File: src/rtl/drw_cmd_seq_if.sv
// Draw-command sequencer bus bundle.
// Groups the command-FIFO pop interface, the parameter-write bus and the
// block-transfer handshake.
//   master : sequencer side (pops FIFO, writes parameters, starts transfers)
//   slave  : environment side (FIFO, parameter register file, blitter)
interface drw_cmd_seq_if;
  logic        FIFO_RD;
  logic        FIFO_VALID;
  logic [31:0] FIFO_DOUT;
  logic        PARAM_WE;
  logic [7:0]  PARAM_OP;
  logic [1:0]  PARAM_IDX;
  logic [31:0] PARAM_DATA;
  logic        BLT_START;
  logic        BLT_FINISH;
  logic        BLT_ABORT;

  modport master (
    output FIFO_RD, PARAM_WE, PARAM_OP, PARAM_IDX, PARAM_DATA, BLT_START, BLT_ABORT,
    input  FIFO_VALID, FIFO_DOUT, BLT_FINISH
  );

  modport slave (
    input  FIFO_RD, PARAM_WE, PARAM_OP, PARAM_IDX, PARAM_DATA, BLT_START, BLT_ABORT,
    output FIFO_VALID, FIFO_DOUT, BLT_FINISH
  );
endinterface

File: src/rtl/drw_cmd_seq.sv
// Draw-command sequencer.
// Pops command words from the command FIFO, decodes the opcode in
// word[31:24], collects the argument words given by the length table and
// forwards every accepted word to the parameter register file one cycle
// later. Blit commands (0x81, 0x82) hand off to the blitter with a start
// pulse and wait for its completion. Protocol errors end the list with a
// code in ERRNO = {class, opcode}.
//
// Ports:
//   ACLK, ARST   clock, synchronous active-high reset
//   EXE          start pulse (honoured in S_IDLE only)
//   RST          soft reset, same effect as ARST
//   DRAW_FINISH  list finished or aborted on error
//   ERRNO        {class[7:0], opcode[7:0]}, 0 when no error
//   CMD_CNT      completed commands, saturating
//   bus          FIFO pop, parameter write and blit handshake (master side)
//
// state      | meaning
// -----------+---------------------------------------------------------
// S_IDLE     | waiting for EXE
// S_FETCH    | popping a command header
// S_ARGS     | popping argument words, starvation timer running
// S_BLTISSUE | one cycle before the start pulse is presented
// S_BLTWAIT  | blit running, waiting for BLT_FINISH
// S_FINISH   | EODL seen, hold until reset
// S_ERROR    | protocol error, hold until reset
module drw_cmd_seq #(
  parameter bit          STRICT      = 1'b1,
  parameter int unsigned ARG_TIMEOUT = 1024,
  parameter int unsigned BLT_TIMEOUT = 0
) (
  input  logic          ACLK,
  input  logic          ARST,
  input  logic          EXE,
  input  logic          RST,
  output logic          DRAW_FINISH,
  output logic [15:0]   ERRNO,
  output logic [15:0]   CMD_CNT,
  drw_cmd_seq_if.master bus
);

  typedef enum logic [2:0] {
    S_IDLE, S_FETCH, S_ARGS, S_BLTISSUE, S_BLTWAIT, S_FINISH, S_ERROR
  } state_t;

  localparam logic [7:0]  OP_EODL = 8'h0F;
  localparam logic [15:0] ARG_LIM = 16'(ARG_TIMEOUT - 1);
  localparam logic [31:0] BLT_LIM = (BLT_TIMEOUT == 0) ? 32'd0 : 32'(BLT_TIMEOUT - 1);

  // {known, argument count}
  function automatic logic [2:0] decode(input logic [7:0] op);
    case (op)
      8'h00, 8'h0F, 8'h24, 8'h26:        decode = 3'b100;
      8'h22, 8'h23:                      decode = 3'b101;
      8'h20, 8'h21, 8'h25, 8'h27, 8'h81: decode = 3'b110;
      8'h82:                             decode = 3'b111;
      default:                           decode = 3'b000;
    endcase
  endfunction

  state_t      state_q, state_d;
  logic [7:0]  op_q, op_d;
  logic [1:0]  rem_q, rem_d;
  logic [1:0]  argn_q, argn_d;
  logic [15:0] arg_tmo_q, arg_tmo_d;
  logic [31:0] blt_tmo_q, blt_tmo_d;
  logic [15:0] errno_q, errno_d;
  logic [15:0] cmd_cnt_q, cmd_cnt_d;
  logic        param_we_q, param_we_d;
  logic [7:0]  param_op_q, param_op_d;
  logic [1:0]  param_idx_q, param_idx_d;
  logic [31:0] param_data_q, param_data_d;
  logic        blt_start_q, blt_start_d;

  logic        rst;
  logic        accept;
  logic        cmd_inc;
  logic [7:0]  hdr_op;
  logic [2:0]  hdr_dec;
  logic        blit_op;

  assign rst     = ARST | RST;
  assign bus.FIFO_RD = (state_q == S_FETCH) || (state_q == S_ARGS);
  assign accept  = bus.FIFO_RD & bus.FIFO_VALID;
  assign hdr_op  = bus.FIFO_DOUT[31:24];
  assign hdr_dec = decode(hdr_op);
  assign blit_op = (op_q == 8'h81) || (op_q == 8'h82);

  always_comb begin
    state_d      = state_q;
    op_d         = op_q;
    rem_d        = rem_q;
    argn_d       = argn_q;
    arg_tmo_d    = arg_tmo_q;
    blt_tmo_d    = blt_tmo_q;
    errno_d      = errno_q;
    cmd_inc      = 1'b0;
    param_we_d   = accept;
    param_op_d   = param_op_q;
    param_idx_d  = param_idx_q;
    param_data_d = accept ? bus.FIFO_DOUT : param_data_q;
    blt_start_d  = 1'b0;

    case (state_q)
      S_IDLE: begin
        if (EXE) state_d = S_FETCH;
      end
      S_FETCH: begin
        if (accept) begin
          op_d        = hdr_op;
          param_op_d  = hdr_op;
          param_idx_d = 2'd0;
          if (hdr_op == OP_EODL) begin
            cmd_inc = 1'b1;
            state_d = S_FINISH;
          end else if (!hdr_dec[2] && STRICT) begin
            errno_d = {8'h01, hdr_op};
            state_d = S_ERROR;
          end else if (hdr_dec[1:0] == 2'd0) begin
            cmd_inc = 1'b1;
          end else begin
            rem_d     = hdr_dec[1:0];
            argn_d    = 2'd1;
            arg_tmo_d = 16'd0;
            state_d   = S_ARGS;
          end
        end
      end
      S_ARGS: begin
        if (accept) begin
          param_op_d  = op_q;
          param_idx_d = argn_q;
          argn_d      = argn_q + 2'd1;
          rem_d       = rem_q - 2'd1;
          arg_tmo_d   = 16'd0;
          if (rem_q == 2'd1) begin
            cmd_inc = 1'b1;
            state_d = blit_op ? S_BLTISSUE : S_FETCH;
          end
        end else if (arg_tmo_q == ARG_LIM) begin
          errno_d = {8'h02, op_q};
          state_d = S_ERROR;
        end else begin
          arg_tmo_d = arg_tmo_q + 16'd1;
        end
      end
      S_BLTISSUE: begin
        // start is registered so the last parameter write lands first
        blt_start_d = 1'b1;
        blt_tmo_d   = 32'd0;
        state_d     = S_BLTWAIT;
      end
      S_BLTWAIT: begin
        if (bus.BLT_FINISH) begin
          state_d = S_FETCH;
        end else if ((BLT_TIMEOUT != 0) && (blt_tmo_q == BLT_LIM)) begin
          errno_d = {8'h03, op_q};
          state_d = S_ERROR;
        end else begin
          blt_tmo_d = blt_tmo_q + 32'd1;
        end
      end
      default: ;
    endcase

    cmd_cnt_d = (cmd_inc && (cmd_cnt_q != 16'hFFFF)) ? cmd_cnt_q + 16'd1 : cmd_cnt_q;
  end

  always_ff @(posedge ACLK) begin
    if (rst) begin
      state_q      <= S_IDLE;
      op_q         <= 8'd0;
      rem_q        <= 2'd0;
      argn_q       <= 2'd0;
      arg_tmo_q    <= 16'd0;
      blt_tmo_q    <= 32'd0;
      errno_q      <= 16'd0;
      cmd_cnt_q    <= 16'd0;
      param_we_q   <= 1'b0;
      param_op_q   <= 8'd0;
      param_idx_q  <= 2'd0;
      param_data_q <= 32'd0;
      blt_start_q  <= 1'b0;
    end else begin
      state_q      <= state_d;
      op_q         <= op_d;
      rem_q        <= rem_d;
      argn_q       <= argn_d;
      arg_tmo_q    <= arg_tmo_d;
      blt_tmo_q    <= blt_tmo_d;
      errno_q      <= errno_d;
      cmd_cnt_q    <= cmd_cnt_d;
      param_we_q   <= param_we_d;
      param_op_q   <= param_op_d;
      param_idx_q  <= param_idx_d;
      param_data_q <= param_data_d;
      blt_start_q  <= blt_start_d;
    end
  end

  assign DRAW_FINISH    = (state_q == S_FINISH) || (state_q == S_ERROR);
  assign ERRNO          = errno_q;
  assign CMD_CNT        = cmd_cnt_q;
  assign bus.PARAM_WE   = param_we_q;
  assign bus.PARAM_OP   = param_op_q;
  assign bus.PARAM_IDX  = param_idx_q;
  assign bus.PARAM_DATA = param_data_q;
  assign bus.BLT_START  = blt_start_q;
  // abort is only meaningful while the blitter may be busy
  assign bus.BLT_ABORT  = rst && ((state_q == S_BLTISSUE) || (state_q == S_BLTWAIT));

endmodule

File: src/flat_wrapper.sv
// flat-port wrapper written by rule: the top's interface ports become plain ports
module drw_cmd_seq_flat 
#(
  parameter bit          STRICT      = 1'b1,
  parameter int unsigned ARG_TIMEOUT = 1024,
  parameter int unsigned BLT_TIMEOUT = 0
)
  (ACLK, ARST, EXE, RST, DRAW_FINISH, ERRNO, CMD_CNT, bus_FIFO_RD, bus_PARAM_WE, bus_PARAM_OP, bus_PARAM_IDX, bus_PARAM_DATA, bus_BLT_START, bus_BLT_ABORT, bus_FIFO_VALID, bus_FIFO_DOUT, bus_BLT_FINISH);
  drw_cmd_seq_if bus_i ();
  input  logic ACLK;
  input  logic ARST;
  input  logic EXE;
  input  logic RST;
  output logic DRAW_FINISH;
  output logic [15:0] ERRNO;
  output logic [15:0] CMD_CNT;
  output wire logic [$bits(bus_i.FIFO_RD)-1:0] bus_FIFO_RD;
  output wire logic [$bits(bus_i.PARAM_WE)-1:0] bus_PARAM_WE;
  output wire logic [$bits(bus_i.PARAM_OP)-1:0] bus_PARAM_OP;
  output wire logic [$bits(bus_i.PARAM_IDX)-1:0] bus_PARAM_IDX;
  output wire logic [$bits(bus_i.PARAM_DATA)-1:0] bus_PARAM_DATA;
  output wire logic [$bits(bus_i.BLT_START)-1:0] bus_BLT_START;
  output wire logic [$bits(bus_i.BLT_ABORT)-1:0] bus_BLT_ABORT;
  input wire logic [$bits(bus_i.FIFO_VALID)-1:0] bus_FIFO_VALID;
  input wire logic [$bits(bus_i.FIFO_DOUT)-1:0] bus_FIFO_DOUT;
  input wire logic [$bits(bus_i.BLT_FINISH)-1:0] bus_BLT_FINISH;
  assign bus_FIFO_RD = bus_i.FIFO_RD;
  assign bus_PARAM_WE = bus_i.PARAM_WE;
  assign bus_PARAM_OP = bus_i.PARAM_OP;
  assign bus_PARAM_IDX = bus_i.PARAM_IDX;
  assign bus_PARAM_DATA = bus_i.PARAM_DATA;
  assign bus_BLT_START = bus_i.BLT_START;
  assign bus_BLT_ABORT = bus_i.BLT_ABORT;
  assign bus_i.FIFO_VALID = bus_FIFO_VALID;
  assign bus_i.FIFO_DOUT = bus_FIFO_DOUT;
  assign bus_i.BLT_FINISH = bus_BLT_FINISH;
  drw_cmd_seq #(.STRICT(STRICT), .ARG_TIMEOUT(ARG_TIMEOUT), .BLT_TIMEOUT(BLT_TIMEOUT)) u_core (.ACLK(ACLK), .ARST(ARST), .EXE(EXE), .RST(RST), .DRAW_FINISH(DRAW_FINISH), .ERRNO(ERRNO), .CMD_CNT(CMD_CNT), .bus(bus_i));
endmodule
File: config.mk
export PLATFORM = sky130hd
export DESIGN_NAME = drw_cmd_seq_flat
export DESIGN_NICKNAME = d
export VERILOG_FILES = /design/src/rtl/drw_cmd_seq_if.sv /design/src/rtl/drw_cmd_seq.sv /design/src/flat_wrapper.sv
export SDC_FILE = /design/constraint.sdc
export NUM_CORES = 1
export LEC_CHECK = 0
export CAP_MARGIN = 10
export CELL_PAD_IN_SITES_DETAIL_PLACEMENT = 1
export CELL_PAD_IN_SITES_GLOBAL_PLACEMENT = 2
export CORE_ASPECT_RATIO = 0.8
export CORE_UTILIZATION = 29
export DETAILED_ROUTE_END_ITERATION = 7
export HOLD_SLACK_MARGIN = 0.12
export PLACE_DENSITY = 0.77
export SETUP_SLACK_MARGIN = 0.2
export SLEW_MARGIN = 20
export SYNTH_ARGS = -nofsm -noshare
export SYNTH_HDL_FRONTEND = slang
export SYNTH_SLANG_ARGS = --single-unit
File: constraint.sdc
create_clock -name ACLK -period 2.82 [get_ports ACLK]
set_input_delay 0.564 -clock ACLK [delete_from_list [all_inputs] [get_ports ACLK]]
set_output_delay 0.564 -clock ACLK [all_outputs]
set_load 0.005 [all_outputs]
==> metrics.cfg <==
[critical_path]
worst_ep_arrival_time_ns = 2.78
setup.reg_to_reg.worst_slack_ns = 0.53
critPathLaunch = bus_FIFO_DOUT[31]
timing_worst_setup_path_type = in2reg
ff2ff_path_depth = 6
crit_path_end_kind = flop
crit_end = u_core.arg_tmo_q[8]
path_max_fanout = 32
worst-endpoint-required_ns = 3.11
crit-reg2reg-capture = u_core.state_q[0]
startpoint_type_of_the_worst_setup_path = input pin
worst_r2r_startpoint = u_core.arg_tmo_q[0]

[sta]
unrepaired_setup_endpoints_after_global_routing = false
fmax_mhz = 401
setup_viol = 0
finalMaxSlewViolations = 0
tightest_pin_transition_ns = 0.587
totalNegativeSetupSlack_ns = 0
layout_min_cycle_time_ns = 2.49
finalHoldViolCount = 0
final_skew_ns = 0.00923
post-route-period-util = 0.884
relative_slew_slack = 0.605

[floorplan]
floorplan.io_pins = 117
chipHeight_um = 118
die_area_um2 = 17400
fp-row-count = 42
die_w_um = 147
floorplan.initialDensity = 0.296
core_um2 = 16600

[placed_design]
port-buffer-count = 110
post_dp_cell_area_um2 = 6400
dp_hpwl_mm = 11.3
gp_congestion = 0.793

[synthesis]
synth-seq-cells = 101
synthMostInstantiatedCell = nand2_1
postSynthCellCount = 605
synth_edf_count = 0
ys.flop_type = dfxtp_1
synth_sequential_area_ratio = 0.413
yosys-top-cells-area = dfxtp_1, nand2_1, a21oi_1, mux2i_1, o31ai_1
netlist.top_cell.by_area = dfxtp_1
synth-async-reset-ratio = 0
mappedNetlistArea_um2 = 4900
post_synth_most_frequent_cells = nand2_1, dfxtp_1, a21oi_1, clkbuf_1, nor2_1
synth-warning-count = 0
synthDominantCellAreaShare = 0.413
syn-mean-instance-area_um2 = 8.10
yosys.cell_types.count = 62

[global_route]
grt_antenna_before_repair = 1
grt_first_pass_wirelength_mm = 26.1
grt_pass1_vias = 5102
overflow = 0
pin_count_of_the_biggest_net_entering_global_routing = 43
grt.total_usage = 0.186

[drt]
drt-initial-drc-count = 243
wl_per_cell_um = 16.6
vias = 4909
detail_route.drc_violations = 0
wirelength_mm = 15.6
antenna_viol_nets_final = 0
drt-pass1-iter-count = 7
avgViaCountPerCell = 5.21

[clocking]
cts_made_buffers = 9
clk-insertion-delay-late_ns = 0.36
clock_tree_from_tritoncts = yes
clock_tree.root_cell = clkbuf_16
h-tree-depth = 3
worst_case_clock_buffer_depth = 2
post_cts_clock_slew_at_the_launch_and_capture_registers_of_the_worst_setup_and_hold_paths_ns = 0.07
holdBufCountCts = 0
post_cts.repair.setup_buffers = 0
clkSinkCount = 101

[pwr]
p_leak_uw = 0.00224
power_density_over_the_cells_nw_per_um2 = 469
peakVddDrop_mv = 0.323

[layout]
syn2layout_area_growth_pct = 37.7
design_area_um2 = 6750
final_layout_size_suffix_gt1_frac = 0.107
final_nets = 758

[status]
status = complete, no violations

[min_path]
min-delay-path-class = reg2reg

[job]
maxCapViolCount = 0

cells in the final DEF, fill, tap and decap left out, types with 7 or more instances in the layout:
cell,n
clkbuf_16,9
nand2b_1,10
nor2_1,27
a21oi_1,75
or4_1,20
nand4_1,11
nand2_1,112
nor4_1,10
or3_1,9
o31ai_1,22
nor3_1,7
o21ai_0,15
buf_4,36
and3_1,7
inv_1,9
mux2i_1,20
dfxtp_1,101
nand3_1,18
clkdlybuf4s50_1,108
a211oi_1,10
kinds of logic (layout without fill, tap and decap cells):
logic type	after synthesis	in the layout	share of synthesized area
and+or+nand+nor	262	262	0.273
buffers and inverters	64	176	0.0636
DFF	101	101	0.413
other	1	7	0.000765
muxes	20	20	0.0409
AOI/OAI and AO/OA	151	151	0.196
adders and majority gates	3	3	0.00766
xor gates and xnor gates	3	3	0.00536
state kept, by name (all words and copies together), names as in the netlist:
name / count
u_core.bus.PARAM_DATA: 32
u_core.argn_q: 2
u_core.CMD_CNT: 16
u_core.rem_q: 2
u_core.bus.PARAM_OP: 8
u_core.bus.PARAM_IDX: 2
u_core.ERRNO: 10
u_core.op_q: 8
u_core.bus.PARAM_WE: 1
u_core.bus.BLT_START: 1
u_core.arg_tmo_q: 16
u_core.state_q: 3
stage by stage:
step | utilization | cells | total power, uW | hold slack (ns) | worst slack [ns]
2_1_floorplan | - | 610 | 1680 | 0.444 | 0.468
3_3_place_gp | 0.386 | 926 | 1850 | 0.442 | -0.0355
3_5_place_dp | 0.386 | 926 | 1860 | 0.449 | -0.131
4_1_cts | 0.406 | 942 | 3200 | 0.460 | 0.240
5_1_grt | 0.408 | 943 | 3290 | 0.484 | 0.190
6_report | 0.408 | 943 | 3160 | 0.457 | 0.328
repair_timing:
action | in CTS | in global routing
endpoints found under the hold margin | 0 | 0
endpoints found under the setup margin | 0 | 15
gates resized for setup | 0 | 7
metal layers:
| layer | vias to the layer above | track usage | wire length (um) |
|---|---|---|---|
| met3 | 17 | 0.0641 | 1080 |
| met4 | 0 | 0.0573 | 222 |
| met2 | 118 | 0.302 | 7290 |
| met5 | - | 0 | 0 |
| met1 | 2373 | 0.231 | 7050 |
| li1 | 2401 | - | - |
worst max-delay path, cell delays in order:
cell	delay, ns
clkdlybuf4s50_1	0.56
or4b_4	0.50
o22ai_2	0.23
a211oi_2	0.09
buf_12	0.18
or4_1	0.50
a21oi_1	0.15
power by group:
part	total, uW	internal [uW]	leakage (uW)	switching, uW
sequential	1450	1440	0.000814	12.1
clock	1330	747	0.000158	585
combinational	375	172	0.00127	203
total	3160	2360	0.00224	801
worst min-delay path by stage:
stage                           endpoint  cells past startpoint                      start  slack [ns]
2_1_floorplan             u_core.op_q[2]                      2             u_core.op_q[2]        0.44
3_3_place_gp    u_core.bus.PARAM_DATA[8]                      2   u_core.bus.PARAM_DATA[8]        0.44
3_5_place_dp   u_core.bus.PARAM_DATA[21]                      2  u_core.bus.PARAM_DATA[21]        0.45
4_1_cts        u_core.bus.PARAM_DATA[21]                      2  u_core.bus.PARAM_DATA[21]        0.46
5_1_grt        u_core.bus.PARAM_DATA[20]                      2  u_core.bus.PARAM_DATA[20]        0.48
6_report       u_core.bus.PARAM_DATA[21]                      2  u_core.bus.PARAM_DATA[21]        0.46
cell type report:
| type | count | area (um^2) |
|---|---|---|
| Timing Repair Buffer | 151 | 1480 |
| Inverter | 9 | 33.8 |
| Clock inverter | 5 | 63.8 |
| Multi-Input combinational cell | 445 | 2620 |
| Clock buffer | 11 | 253 |
| Sequential cell | 101 | 2020 |
| Fill cell | 1960 | 9810 |
| Antenna cell | 1 | 2.50 |
| Tap cell | 220 | 275 |
Power figures use the tool's default switching activity.
